**src/rtl/abs_diff_pkg.sv**
```systemverilog
// Shared definitions for the approximate absolute-difference error checker
// and the generated approximate netlists that it measures.
package abs_diff_pkg;

   // Default operand/result sizing and error threshold used by the netlists
   localparam int DEF_W     = 2;
   localparam int DEF_RES_W = 3;
   localparam int DEF_ET    = 1;

   // Working width of abs_sub; callers zero-extend into it and truncate back
   localparam int ABS_W = 32;

   // Sweep controller states
   typedef enum logic [1:0] {
      IDLE = 2'd0,
      RUN  = 2'd1,
      DONE = 2'd2
   } state_t;

   // Unsigned |x - y| without wrap: compare first, then subtract the smaller
   function automatic logic [ABS_W-1:0] abs_sub(input logic [ABS_W-1:0] x,
                                                input logic [ABS_W-1:0] y);
      logic [ABS_W-1:0] r;
      if (x >= y) begin
         r = x - y;
      end else begin
         r = y - x;
      end
      return r;
   endfunction

endpackage

```
**src/rtl/abs_diff_err_acc.sv**
```systemverilog
// Error statistics accumulator: compares one exact/approximate result pair per
// sample strobe and keeps the running max, counts, sum and first violating vector.
module abs_diff_err_acc
   import abs_diff_pkg::*;
#(
   parameter int W     = DEF_W,
   parameter int RES_W = DEF_RES_W,
   parameter int ET    = DEF_ET,
   parameter int CNT_W = 2*W+1
) (
   input  logic                   clk,
   input  logic                   rst,
   input  logic                   clear,
   input  logic                   sample,
   input  logic [RES_W-1:0]       exact,
   input  logic [RES_W-1:0]       approx,
   input  logic [2*W-1:0]         vec,
   output logic [RES_W-1:0]       max_err,
   output logic [CNT_W-1:0]       err_cnt,
   output logic [CNT_W-1:0]       viol_cnt,
   output logic [CNT_W+RES_W-1:0] err_sum,
   output logic [2*W-1:0]         first_fail
);

   localparam int               SUM_W = CNT_W + RES_W;
   localparam logic [ABS_W-1:0] ET_U  = ABS_W'(ET);

   logic [RES_W-1:0] err;
   logic             is_err;
   logic             is_viol;

   // Absolute error of the current pair and its classification
   always_comb begin
      err     = RES_W'(abs_sub(ABS_W'(exact), ABS_W'(approx)));
      is_err  = (err != '0);
      is_viol = (ABS_W'(err) > ET_U);
   end

   // Fold the current pair into the statistics; first_fail only latches while no violation has been counted yet
   always_ff @(posedge clk) begin
      if (rst || clear) begin
         max_err    <= '0;
         err_cnt    <= '0;
         viol_cnt   <= '0;
         err_sum    <= '0;
         first_fail <= '0;
      end else if (sample) begin
         if (err > max_err) begin
            max_err <= err;
         end
         if (is_err) begin
            err_cnt <= err_cnt + CNT_W'(1);
         end
         err_sum <= err_sum + SUM_W'(err);
         if (is_viol) begin
            viol_cnt <= viol_cnt + CNT_W'(1);
            if (viol_cnt == '0) begin
               first_fail <= vec;
            end
         end
      end
   end

endmodule

```
**config.mk**
```make
export PLATFORM = sky130hd
export DESIGN_NAME = abs_diff_err_acc
export DESIGN_NICKNAME = d
export VERILOG_FILES = /design/src/rtl/abs_diff_pkg.sv /design/src/rtl/abs_diff_err_acc.sv
export SDC_FILE = /design/constraint.sdc
export NUM_CORES = 1
export LEC_CHECK = 0
export ABC_CLOCK_PERIOD_IN_PS = 2680
export BUFFER_PORTS_ARGS = -buffer_cell sky130_fd_sc_hd__buf_2
export CORE_AREA = 2 2 70 72
export DETAILED_ROUTE_END_ITERATION = 7
export DIE_AREA = 0 0 72 74
export SYNTH_ARGS = -nofsm -noshare
export SYNTH_HDL_FRONTEND = slang
export SYNTH_SLANG_ARGS = --single-unit
export TNS_END_PERCENT = 5
```
**constraint.sdc**
```tcl
create_clock -name clk -period 2.68 [get_ports clk]
set_input_delay 0.268 -clock clk [delete_from_list [all_inputs] [get_ports clk]]
set_output_delay 0.268 -clock clk [all_outputs]
set_load 0.05 [all_outputs]
```
==> results.md, run 1 <==
* Leakage power summed over all cells at 1.04 nW
* Global-route track usage on met2 at 0.250
* Critical setup path kind: in -> reg
* GR Util met3 at 0.0230
* Utilization of the core after routing at 0.493
* Vias in the first global route at 1,472
* Busiest grt layer: met2
* Sequential share of the synthesized area at 0.283
* Met1 usage at 0.199
* Most frequent cell after synthesis: dfxtp_1
* Detailed Route WL at a little under 4000 µm
* Post-CTS Setup Inserts at 0
* Area of the mapped netlist at 1770 µm²
* Post-synth top cells: 25 x dfxtp_1, 20 x inv_1, 16 x a21oi_1
* Global-route wire length before repair at 6490 µm
* Count of endpoints failing setup in the final report at 0
* Number of maximum-capacitance violations at 0
* Violation count after the first detailed-routing iteration at 53
* Switching fraction of total power at 0.358
* H-tree depth at 1
* Yosys synthesis warning count at 0
* Number of distinct standard cells referenced by the synthesized netlist at 55
* Antenna violations before repair at 0
* Post-cts hold buffer count at 0
* Final standard cell area without fillers at ~2300 µm²
* Clock tree from TritonCTS: done
* Overall fraction of global-route tracks in use at 0.148
* Clock share of power at 0.224
* Drt via density at 5.21
* Int Power at between 0.6 and 0.7 mW
* Diode insertion count for antenna repair at 0
* Cts bufs inserted at 3
* Critical R2R Launch: max_err[2]
* Pin count of the biggest net entering global routing at 25
* Worst relative slew slack at 0.578
* Clock tree buffer depth at 2
* Fraction of registers with async set or reset after synthesis at 0
* Post-route worst setup slack at between 0.15 and 0.2 ns
* Transition time at the pin with the least slew margin at 0.631 ns
* Core area at 4600 µm²
* Required time reported for the critical path endpoint at 2.88 ns
* F_max at 0.401 GHz
* Startpoint of the tightest hold check path: vec[3]
* Flop and latch count out of synthesis at 25
* Final period util at 0.931
* Dominant cells by area after synthesis: dfxtp_1 28%, ha_1 8.5%, mux2i_1 5.7%
* Total of fill cells in the finished design at roughly 450
* GPL Wtd Cong at around 0.74
* Number of detailed-route iterations in the first pass at 4
* Total vias in the final route at 1,631
* DP Area at roughly 2200 µm²
* Time the final worst path needs with I/O delays and setup at 2.50 ns
* Final Hold Violating Endpoints at 0
* HP Class: in -> reg
* Crit path max fanout at 4
* Area growth from synthesis to layout at 28.2%
* Clock network latency to the later pin of the worst-skew pair at between 0.2 and 0.3 ns
* Clock-pin slew of the registers on the worst-case setup and hold paths at 0.09 ns
* Overall overflow remaining after global route at 0
* Pins Over Slew Limit at 0
* Number of port buffers at 38
* Synthesized netlist net count at between 200 and 250
* Root cell of the clock tree: clkbuf_8
* Initial Utilization at 0.384
* Post-placement setup slack at -0.118 ns
* Die Y-Extent at about 74 µm
* Seq pwr share at 0.386
* Capturing element type of the critical path: flip-flop
* Startpoint of the most critical setup path: approx[0]
* Critical path startpoint category: input port
* EDFF count, synth at 0
* CTS-repair resized insts at 0
* Proportion of power drawn by combinational gates at 0.391
* Detail Placement HPWL at 3060 µm
* TritonCTS Sinks at 25
* Share of cells above drive strength 1 at 0.340
* Total Die Area at around 5300 µm²
* Die width at 72 µm
* Antenna viol nets, final at 0
* Most used flip-flop cell after synthesis: dfxtp_1
* Mean routed wirelength per cell at 12.4 µm
* Data arrival at the endpoint of the critical path at 2.69 ns
* Post-route clock skew at 0.00259 ns
* VDD IR max at about 0.23 mV
* Unrepaired setup endpoints after global routing: no
* Gate count after technology mapping at 202
* Switching power at between 0.3 and 0.4 mW
* Area share of the largest cell type after synthesis at 0.283
* Final nets at 288
* Number of ports placed on the die boundary at 39
* Remaining DRCs at 0
* Pwr dens at 454 nW/µm²
* Cell type contributing the most total cell area after synthesis: dfxtp_1
* Average instance area after synthesis at 8.75 µm²
* Row count at 25
* Run status: complete, no violations
area by class of cell:
| type | count | area, µm² | area share |
|---|---|---|---|
| multi-input cells | 151 | 1210 | 0.535 |
| clock inverters | 1 | 7.51 | 0.00331 |
| flip-flops and latches | 25 | 500 | 0.221 |
| inverters | 20 | 75.1 | 0.0331 |
| clock buffers | 3 | 41.3 | 0.0182 |
| well taps | 54 | 67.6 | 0.0298 |
| repair buffers | 59 | 360 | 0.159 |
per-layer routing:
layer	routed length (µm)	part of all wire	up-vias
met5	0	0	-
li1	-	-	854
met1	1900	0.49	741
met3	155	0.040	5
met4	34	0.0088	0
met2	1790	0.46	31
stage by stage:
stage	cells	hold slack, ns	power [mW]	setup TNS (ns)
after floorplan	202	0.412	0.694	0
after global placement	309	0.472	0.806	-0.0740
after detailed placement	309	0.483	0.807	-0.336
after CTS	313	0.217	1.04	0
after global routing	313	0.223	1.09	0
final	313	0.223	1.03	0
power groups by stage:
stage                     logic (mW)  registers (mW)  clock network (mW)
after CTS                      0.404           0.397               0.239
after global routing           0.441           0.399               0.252
after detailed placement       0.402           0.405                   0
after floorplan                0.247           0.447                   0
after global placement         0.400           0.406                   0
final                          0.402           0.396               0.230
cells by family (layout without fill, tap and decap cells):
| family | Yosys count | in the layout | synth area share |
|---|---|---|---|
| simple gates | 67 | 67 | 0.200 |
| buf+inv | 26 | 83 | 0.0644 |
| flops | 25 | 25 | 0.283 |
| mux | 10 | 10 | 0.0567 |
| compound gates | 55 | 55 | 0.261 |
| fa+ha+maj | 15 | 15 | 0.114 |
| xor+xnor | 4 | 4 | 0.0198 |
worst max-delay path, stage by stage:
cell and delay, ns:
buf_2 0.12, inv_1 0.05, ha_1 0.14, inv_1 0.05
fa_1 0.37, nor2b_1 0.16, a21oi_2 0.14, nor2_2 0.07
nor2_4 0.10, inv_1 0.06, ha_4 0.27, nand2_1 0.06
a2111oi_2 0.33, a211oi_2 0.12, and2_4 0.18, a211oi_2 0.20
worst paths after layout:
kind                   endpoint  slack (ns)  cells past startpoint
hold reg to reg   first_fail[1]        0.50                      2
hold / removal    first_fail[3]        0.22                      3
setup / recovery     max_err[2]        0.18                     16
setup reg to reg     max_err[2]        1.00                      7
flip-flops by register name, indices dropped and copies added, names as in the netlist:
register,cells
err_cnt,5
max_err,3
first_fail,4
viol_cnt,5
err_sum,8
cell usage in the layout, fill, tap and decap left out, types with 2 or more instances in the layout:
cell	count
a31oi_1	3
a221o_1	2
mux2i_1	10
o21ai_1	2
ha_1	9
nand3b_1	2
a211oi_2	5
buf_2	38
o21ai_0	5
ha_4	3
clkbuf_8	3
nor2_1	14
nor2b_1	4
nand2_1	12
inv_1	20
nand3_1	10
nor3_1	4
fa_1	2
dfxtp_1	25
a211o_1	2
xnor2_1	3
a21oi_2	2
o2111ai_1	2
buf_4	20
a21oi_1	15
or3_1	6
a21o_1	2
and3_1	4
Power figures use the tool's default switching activity.
==> inputs of run 2 (changes only) <==
--- a/config.mk
+++ b/config.mk
@@ -7,9 +7,10 @@
 export LEC_CHECK = 0
 export ABC_CLOCK_PERIOD_IN_PS = 2680
 export BUFFER_PORTS_ARGS = -buffer_cell sky130_fd_sc_hd__buf_2
-export CORE_AREA = 2 2 70 72
+export CORE_AREA = 2 2 64 66
 export DETAILED_ROUTE_END_ITERATION = 7
-export DIE_AREA = 0 0 72 74
+export DIE_AREA = 0 0 66 68
+export PLACE_DENSITY = 0.73
 export SYNTH_ARGS = -nofsm -noshare
 export SYNTH_HDL_FRONTEND = slang
 export SYNTH_SLANG_ARGS = --single-unit
==> results.md, run 2 (synthesis results as in run 1) <==
* Post-route worst setup slack at 0.196 ns (+0.0110 ns)
* Critical-path cell with the highest stage delay: fa_1
* Pin count of the biggest net entering global routing at 25 (unchanged)
* Violation count after the first detailed-routing iteration at 50 (-5.7%)
* Capturing element type of the critical path: flip-flop
* Biggest regs: err_sum (8), err_cnt (5), viol_cnt (5)
* Post-cts hold buffer count at 0 (unchanged)
* Count of endpoints failing setup in the final report at 0 (unchanged)
* Utilization of the core after routing at 0.588 (+0.0954)
* Detail Placement HPWL at 3070 µm (+0.17%)
* Register with the highest flop count: err_sum
* F_max at 0.403 GHz (+0.44%)
* Data arrival at the endpoint of the critical path at 2.67 ns (-0.02 ns)
* Critical Path Stages at 16 (unchanged)
* Flip-flop count of the largest register after layout at 8 (unchanged)
* Cts bufs inserted at 3 (unchanged)
* Cell breakdown of the critical path: buf_2 -> inv_1 -> ha_1 -> inv_1 -> fa_1 -> nor2b_1 -> a21oi_2 -> nor2_2 -> nor2_4 -> inv_1 -> ha_4 -> nand2_1 -> a2111oi_4 -> a211oi_2 -> and2_4 -> a211oi_2
* Crit path max fanout at 4 (unchanged)
* GPL Wtd Cong at 0.795 (+8.1%)
* Diode insertion count for antenna repair at 0 (unchanged)
* Share of cells above drive strength 1 at 0.342 (+0.00254)
* Vias in the first global route at 1,552 (+5.4%)
* Die Y-Extent at 68 µm (-8.1%)
* Post-placement setup slack at -0.125 ns (-0.00663 ns)
* Clock tree from TritonCTS: done
* Final period util at 0.927 (-0.00409)
* Unrepaired setup endpoints after global routing: no
* Final nets at 289 (+0.35%)
* Die width at 66 µm (-8.3%)
* Int Power at 0.655 mW (-0.66%)
* HP Class: in -> reg
* Row count at 23 (-8.0%)
* Critical path startpoint category: input port
* Initial Utilization at 0.458 (+0.0739)
* Core area at 3860 µm² (-16%)
* Clock network latency to the later pin of the worst-skew pair at 0.26 ns (about the same)
* Number of maximum-capacitance violations at 0 (unchanged)
* H-tree depth at 1 (unchanged)
* Final setup TNS at 0 ns (unchanged)
* Critical setup path kind: in -> reg
* Global-route wire length before repair at 6530 µm (+0.74%)
* Overall fraction of global-route tracks in use at 0.182 (+0.0334)
* Number of port buffers at 38 (unchanged)
* TritonCTS Sinks at 25 (unchanged)
* Drt via density at 5.33 (+2.3%)
* Transition time at the pin with the least slew margin at 0.609 ns (-0.0218 ns)
* Root cell of the clock tree: clkbuf_8
* Overall overflow remaining after global route at 0 (unchanged)
* Number of ports placed on the die boundary at 39 (unchanged)
* Clock-pin slew of the registers on the worst-case setup and hold paths at 0.09 ns (about the same)
* Total of fill cells in the finished design at 364 (-19%)
* Post-CTS Setup Inserts at 0 (unchanged)
* Number of detailed-route iterations in the first pass at 4 (unchanged)
* Critical Path Most Common Cell: inv_1
* Buffers plus inverters on the worst setup path at 4 (unchanged)
* Time the final worst path needs with I/O delays and setup at 2.48 ns (-0.0110 ns)
* CTS-repair resized insts at 0 (unchanged)
* Mean routed wirelength per cell at 12.4 µm (+0.37%)
* Switching power at 0.363 mW (-1.3%)
* Leakage power summed over all cells at 1.04 nW (about the same)
* Final Hold Violating Endpoints at 0 (unchanged)
* Area growth from synthesis to layout at 28.3%
* Crit-path leading delay family: adder cells
* Required time reported for the critical path endpoint at 2.87 ns (about the same)
* R2R depth at 7 (unchanged)
* Seq pwr share at 0.390 (+0.004)
* Switching fraction of total power at 0.357 (-0.00158)
* Total vias in the final route at 1,653 (+1.3%)
* Worst relative slew slack at 0.593 (+0.0146)
* Commonest non-fill, non-tap cell in the layout: buf_2
* Clock tree buffer depth at 2 (unchanged)
* Antenna violations before repair at 0 (unchanged)
* VDD IR max at 0.367 mV (+63%)
* Proportion of power drawn by combinational gates at 0.393 (+0.002)
* Number of cells on the worst hold path at 3 (unchanged)
* Detailed Route WL at 3860 µm (-0.59%)
* Clock share of power at 0.217 (-0.007)
* Post-route clock skew at 0.00576 ns (+0.00317 ns)
* Remaining DRCs at 0 (unchanged)
* Total Die Area at 4490 µm² (-16%)
* Pins Over Slew Limit at 0 (unchanged)
* Total power draw at 1.02 mW (-0.90%)
* Highest-count cells in the layout ignoring fill and taps: 38 x buf_2, 25 x dfxtp_1, 22 x buf_4, 20 x inv_1, 15 x a21oi_1
* Run status: complete, no violations
* Antenna viol nets, final at 0 (unchanged)
* Maximum cell stage delay along the critical path at 0.38 ns (about the same)
* Pwr dens at 449 nW/µm² (-1.0%)
[run 2: worst paths after layout]
kind / slack (ns) / to / startpoint
worst max-delay path: 0.20 / max_err[2] / approx[0]
worst min-delay path: 0.23 / first_fail[0] / vec[0]
worst max register to register: 1.01 / max_err[2] / max_err[2]
worst min register to register: 0.50 / first_fail[3] / first_fail[3]
[run 2: stage by stage]
step	instances	area (µm²)	hold slack, ns
6_report	310	2270	0.229
5_1_grt	310	2270	0.239
4_1_cts	310	2250	0.230
3_5_place_dp	306	2210	0.482
3_3_place_gp	306	2210	0.474
2_1_floorplan	202	1830	0.412
[run 2: worst min-delay path: cells and delay by family]
family / cells / cell delay (ns)
buf+inv: 1 / 0.08
simple gates: 1 / 0.07
mux: 1 / 0.05
[run 2: area by class of cell]
class | instances | area [µm²] | share of cell area
Clock inverter | 1 | 7.51 | 0.00331
Multi-Input combinational cell | 151 | 1220 | 0.540
Sequential cell | 25 | 500 | 0.221
Timing Repair Buffer | 60 | 355 | 0.157
Clock buffer | 3 | 41.3 | 0.0182
Tap cell | 50 | 62.6 | 0.0276
Inverter | 20 | 75.1 | 0.0331
[run 2: power groups by stage]
stage	clock network [mW]	registers (mW)	logic, mW
2_1_floorplan	0	0.447	0.247
3_3_place_gp	0	0.405	0.389
3_5_place_dp	0	0.405	0.394
4_1_cts	0.230	0.396	0.396
5_1_grt	0.247	0.399	0.441
6_report	0.221	0.397	0.400
[run 2: per-layer routing]
layer	track usage	up-vias	wire length, µm
li1	-	850	-
met1	0.227	775	1770
met2	0.322	26	1940
met3	0.0247	2	137
met4	0.0638	0	13
met5	0	-	0
==> inputs of run 3 (changes only) <==
--- a/config.mk
+++ b/config.mk
@@ -10,8 +10,8 @@
 export CORE_AREA = 2 2 64 66
 export DETAILED_ROUTE_END_ITERATION = 7
 export DIE_AREA = 0 0 66 68
+export MAX_ROUTING_LAYER = met4
 export PLACE_DENSITY = 0.73
 export SYNTH_ARGS = -nofsm -noshare
 export SYNTH_HDL_FRONTEND = slang
 export SYNTH_SLANG_ARGS = --single-unit
-export TNS_END_PERCENT = 5
==> results.md, run 3 (synthesis results as in run 1) <==
* Number of detailed-route iterations in the first pass at 4 (unchanged)
* Number of port buffers at 38 (unchanged)
* Violation count after the first detailed-routing iteration at 50 (unchanged)
* Row count at 23 (unchanged)
* Clock-pin slew of the registers on the worst-case setup and hold paths at 0.09 ns (about the same)
* Critical-path cell with the highest stage delay: fa_1
* Number of ports placed on the die boundary at 39 (unchanged)
* TritonCTS Sinks at 25 (unchanged)
* Core area at 3860 µm² (unchanged)
* Leakage power summed over all cells at 1.04 nW (unchanged)
* Mean routed wirelength per cell at 12.4 µm (about the same)
* Data arrival at the endpoint of the critical path at 2.67 ns (about the same)
* Overall overflow remaining after global route at 0 (unchanged)
* Critical Path Most Common Cell: inv_1
* Count of endpoints failing setup in the final report at 0 (unchanged)
* Final period util at 0.927 (about the same)
* Clock network latency to the later pin of the worst-skew pair at 0.26 ns (about the same)
* Diode insertion count for antenna repair at 0 (unchanged)
* Final standard cell area without fillers at 2270 µm² (unchanged)
* Area growth from synthesis to layout at 28.3% (unchanged)
* Final nets at 289 (unchanged)
* Die width at 66 µm (unchanged)
* Final Hold Violating Endpoints at 0 (unchanged)
* Pin count of the biggest net entering global routing at 25 (unchanged)
* Commonest non-fill, non-tap cell in the layout: buf_2
* Drt via density at 5.33 (unchanged)
* Run status: complete, no violations
* Detailed Route WL at 3860 µm (about the same)
* F_max at 0.403 GHz (about the same)
* Detail Placement HPWL at 3070 µm (unchanged)
* Antenna viol nets, final at 0 (unchanged)
* H-tree depth at 1 (unchanged)
* Transition time at the pin with the least slew margin at 0.609 ns (unchanged)
* Global-route wire length before repair at 6530 µm (unchanged)
* HP Class: in -> reg
* Pwr dens at 449 nW/µm² (about the same)
* Critical path startpoint category: input port
* Maximum cell stage delay along the critical path at 0.38 ns (about the same)
* Post-cts hold buffer count at 0 (unchanged)
* Vias in the first global route at 1,552 (unchanged)
* Crit path max fanout at 4 (unchanged)
* Capturing element type of the critical path: flip-flop
* Unrepaired setup endpoints after global routing: no
* Clock tree from TritonCTS: done
* Die Y-Extent at 68 µm (unchanged)
* Biggest regs: err_sum (8), err_cnt (5), viol_cnt (5)
* Time the final worst path needs with I/O delays and setup at 2.48 ns (-0.00000300 ns)
* DP Area at 2210 µm² (unchanged)
* Worst relative slew slack at 0.593 (unchanged)
* Register with the highest flop count: err_sum
* VDD IR max at 0.367 mV (about the same)
* Required time reported for the critical path endpoint at 2.87 ns (about the same)
* Root cell of the clock tree: clkbuf_8
* Post-CTS Setup Inserts at 0 (unchanged)
* Highest-count cells in the layout ignoring fill and taps: 38 x buf_2, 25 x dfxtp_1, 22 x buf_4, 20 x inv_1, 15 x a21oi_1
* Overall fraction of global-route tracks in use at 0.187 (+0.00521)
* Number of maximum-capacitance violations at 0 (unchanged)
* Share of cells above drive strength 1 at 0.342 (unchanged)
* GPL Wtd Cong at 0.806 (+1.4%)
* Critical setup path kind: in -> reg
* Remaining DRCs at 0 (unchanged)
* Post-route clock skew at 0.00577 ns (+0.00000716 ns)
* Antenna violations before repair at 0 (unchanged)
* Clock tree buffer depth at 2 (unchanged)
* Pins Over Slew Limit at 0 (unchanged)
* Cell breakdown of the critical path: buf_2 -> inv_1 -> ha_1 -> inv_1 -> fa_1 -> nor2b_1 -> a21oi_2 -> nor2_2 -> nor2_4 -> inv_1 -> ha_4 -> nand2_1 -> a2111oi_4 -> a211oi_2 -> and2_4 -> a211oi_2
* CTS-repair resized insts at 0 (unchanged)
* Utilization of the core after routing at 0.588 (unchanged)
* Initial Utilization at 0.458 (unchanged)
* Flip-flop count of the largest register after layout at 8 (unchanged)
* Total vias in the final route at 1,653 (unchanged)
* Total Die Area at 4490 µm² (unchanged)
* Cts bufs inserted at 3 (unchanged)
run 3: cell counts in the layout (fill, tap and decap cells not counted):
Identical to the previous run, type by type.
run 3: metrics by stage:
step           setup slack (ns)  power, mW  TNS (ns)  std cells  hold slack, ns
2_1_floorplan            0.0431      0.694         0        202           0.412
3_3_place_gp            -0.0114      0.794   -0.0263        306           0.474
3_5_place_dp             -0.125      0.799    -0.322        306           0.482
4_1_cts                   0.162       1.02         0        310           0.230
5_1_grt                  0.0124       1.09         0        310           0.239
6_report                  0.196       1.02         0        310           0.229
run 3: routing by layer:
| metal | vias up | global-route usage | wire length, µm |
|---|---|---|---|
| met2 | 26 | 0.322 | 1940 |
| met4 | 0 | 0.0638 | 13 |
| met5 | - | - | 0 |
| met3 | 2 | 0.0181 | 113 |
| met1 | 775 | 0.231 | 1790 |
| li1 | 850 | - | - |
run 3: power by group:
part           switching [mW]  internal [mW]  total [mW]
sequential             0.0136          0.384       0.397
combinational           0.234          0.167       0.400
clock                   0.116          0.105       0.221
run 3: area by class of cell:
type / count / area (µm²)
Timing Repair Buffer: 60 / 355
Clock inverter: 1 / 7.51
Multi-Input combinational cell: 151 / 1220
Inverter: 20 / 75.1
Tap cell: 50 / 62.6
Fill cell: 364 / 1590
Sequential cell: 25 / 500
Clock buffer: 3 / 41.3
run 3: worst paths after layout:
check                start       endpoint  slack, ns  cells past startpoint
max              approx[0]     max_err[2]       0.20                     16
min                 vec[0]  first_fail[0]       0.23                      3
max reg2reg     max_err[2]     max_err[2]       1.01                      7
min reg2reg  first_fail[3]  first_fail[3]       0.50                      2
run 3: worst max-delay path, delay by kind of cell:
kind	cells	cell delay, ns
simple gates	5	0.61
fa+ha+maj	3	0.78
compound gates	4	0.75
buf+inv	4	0.27
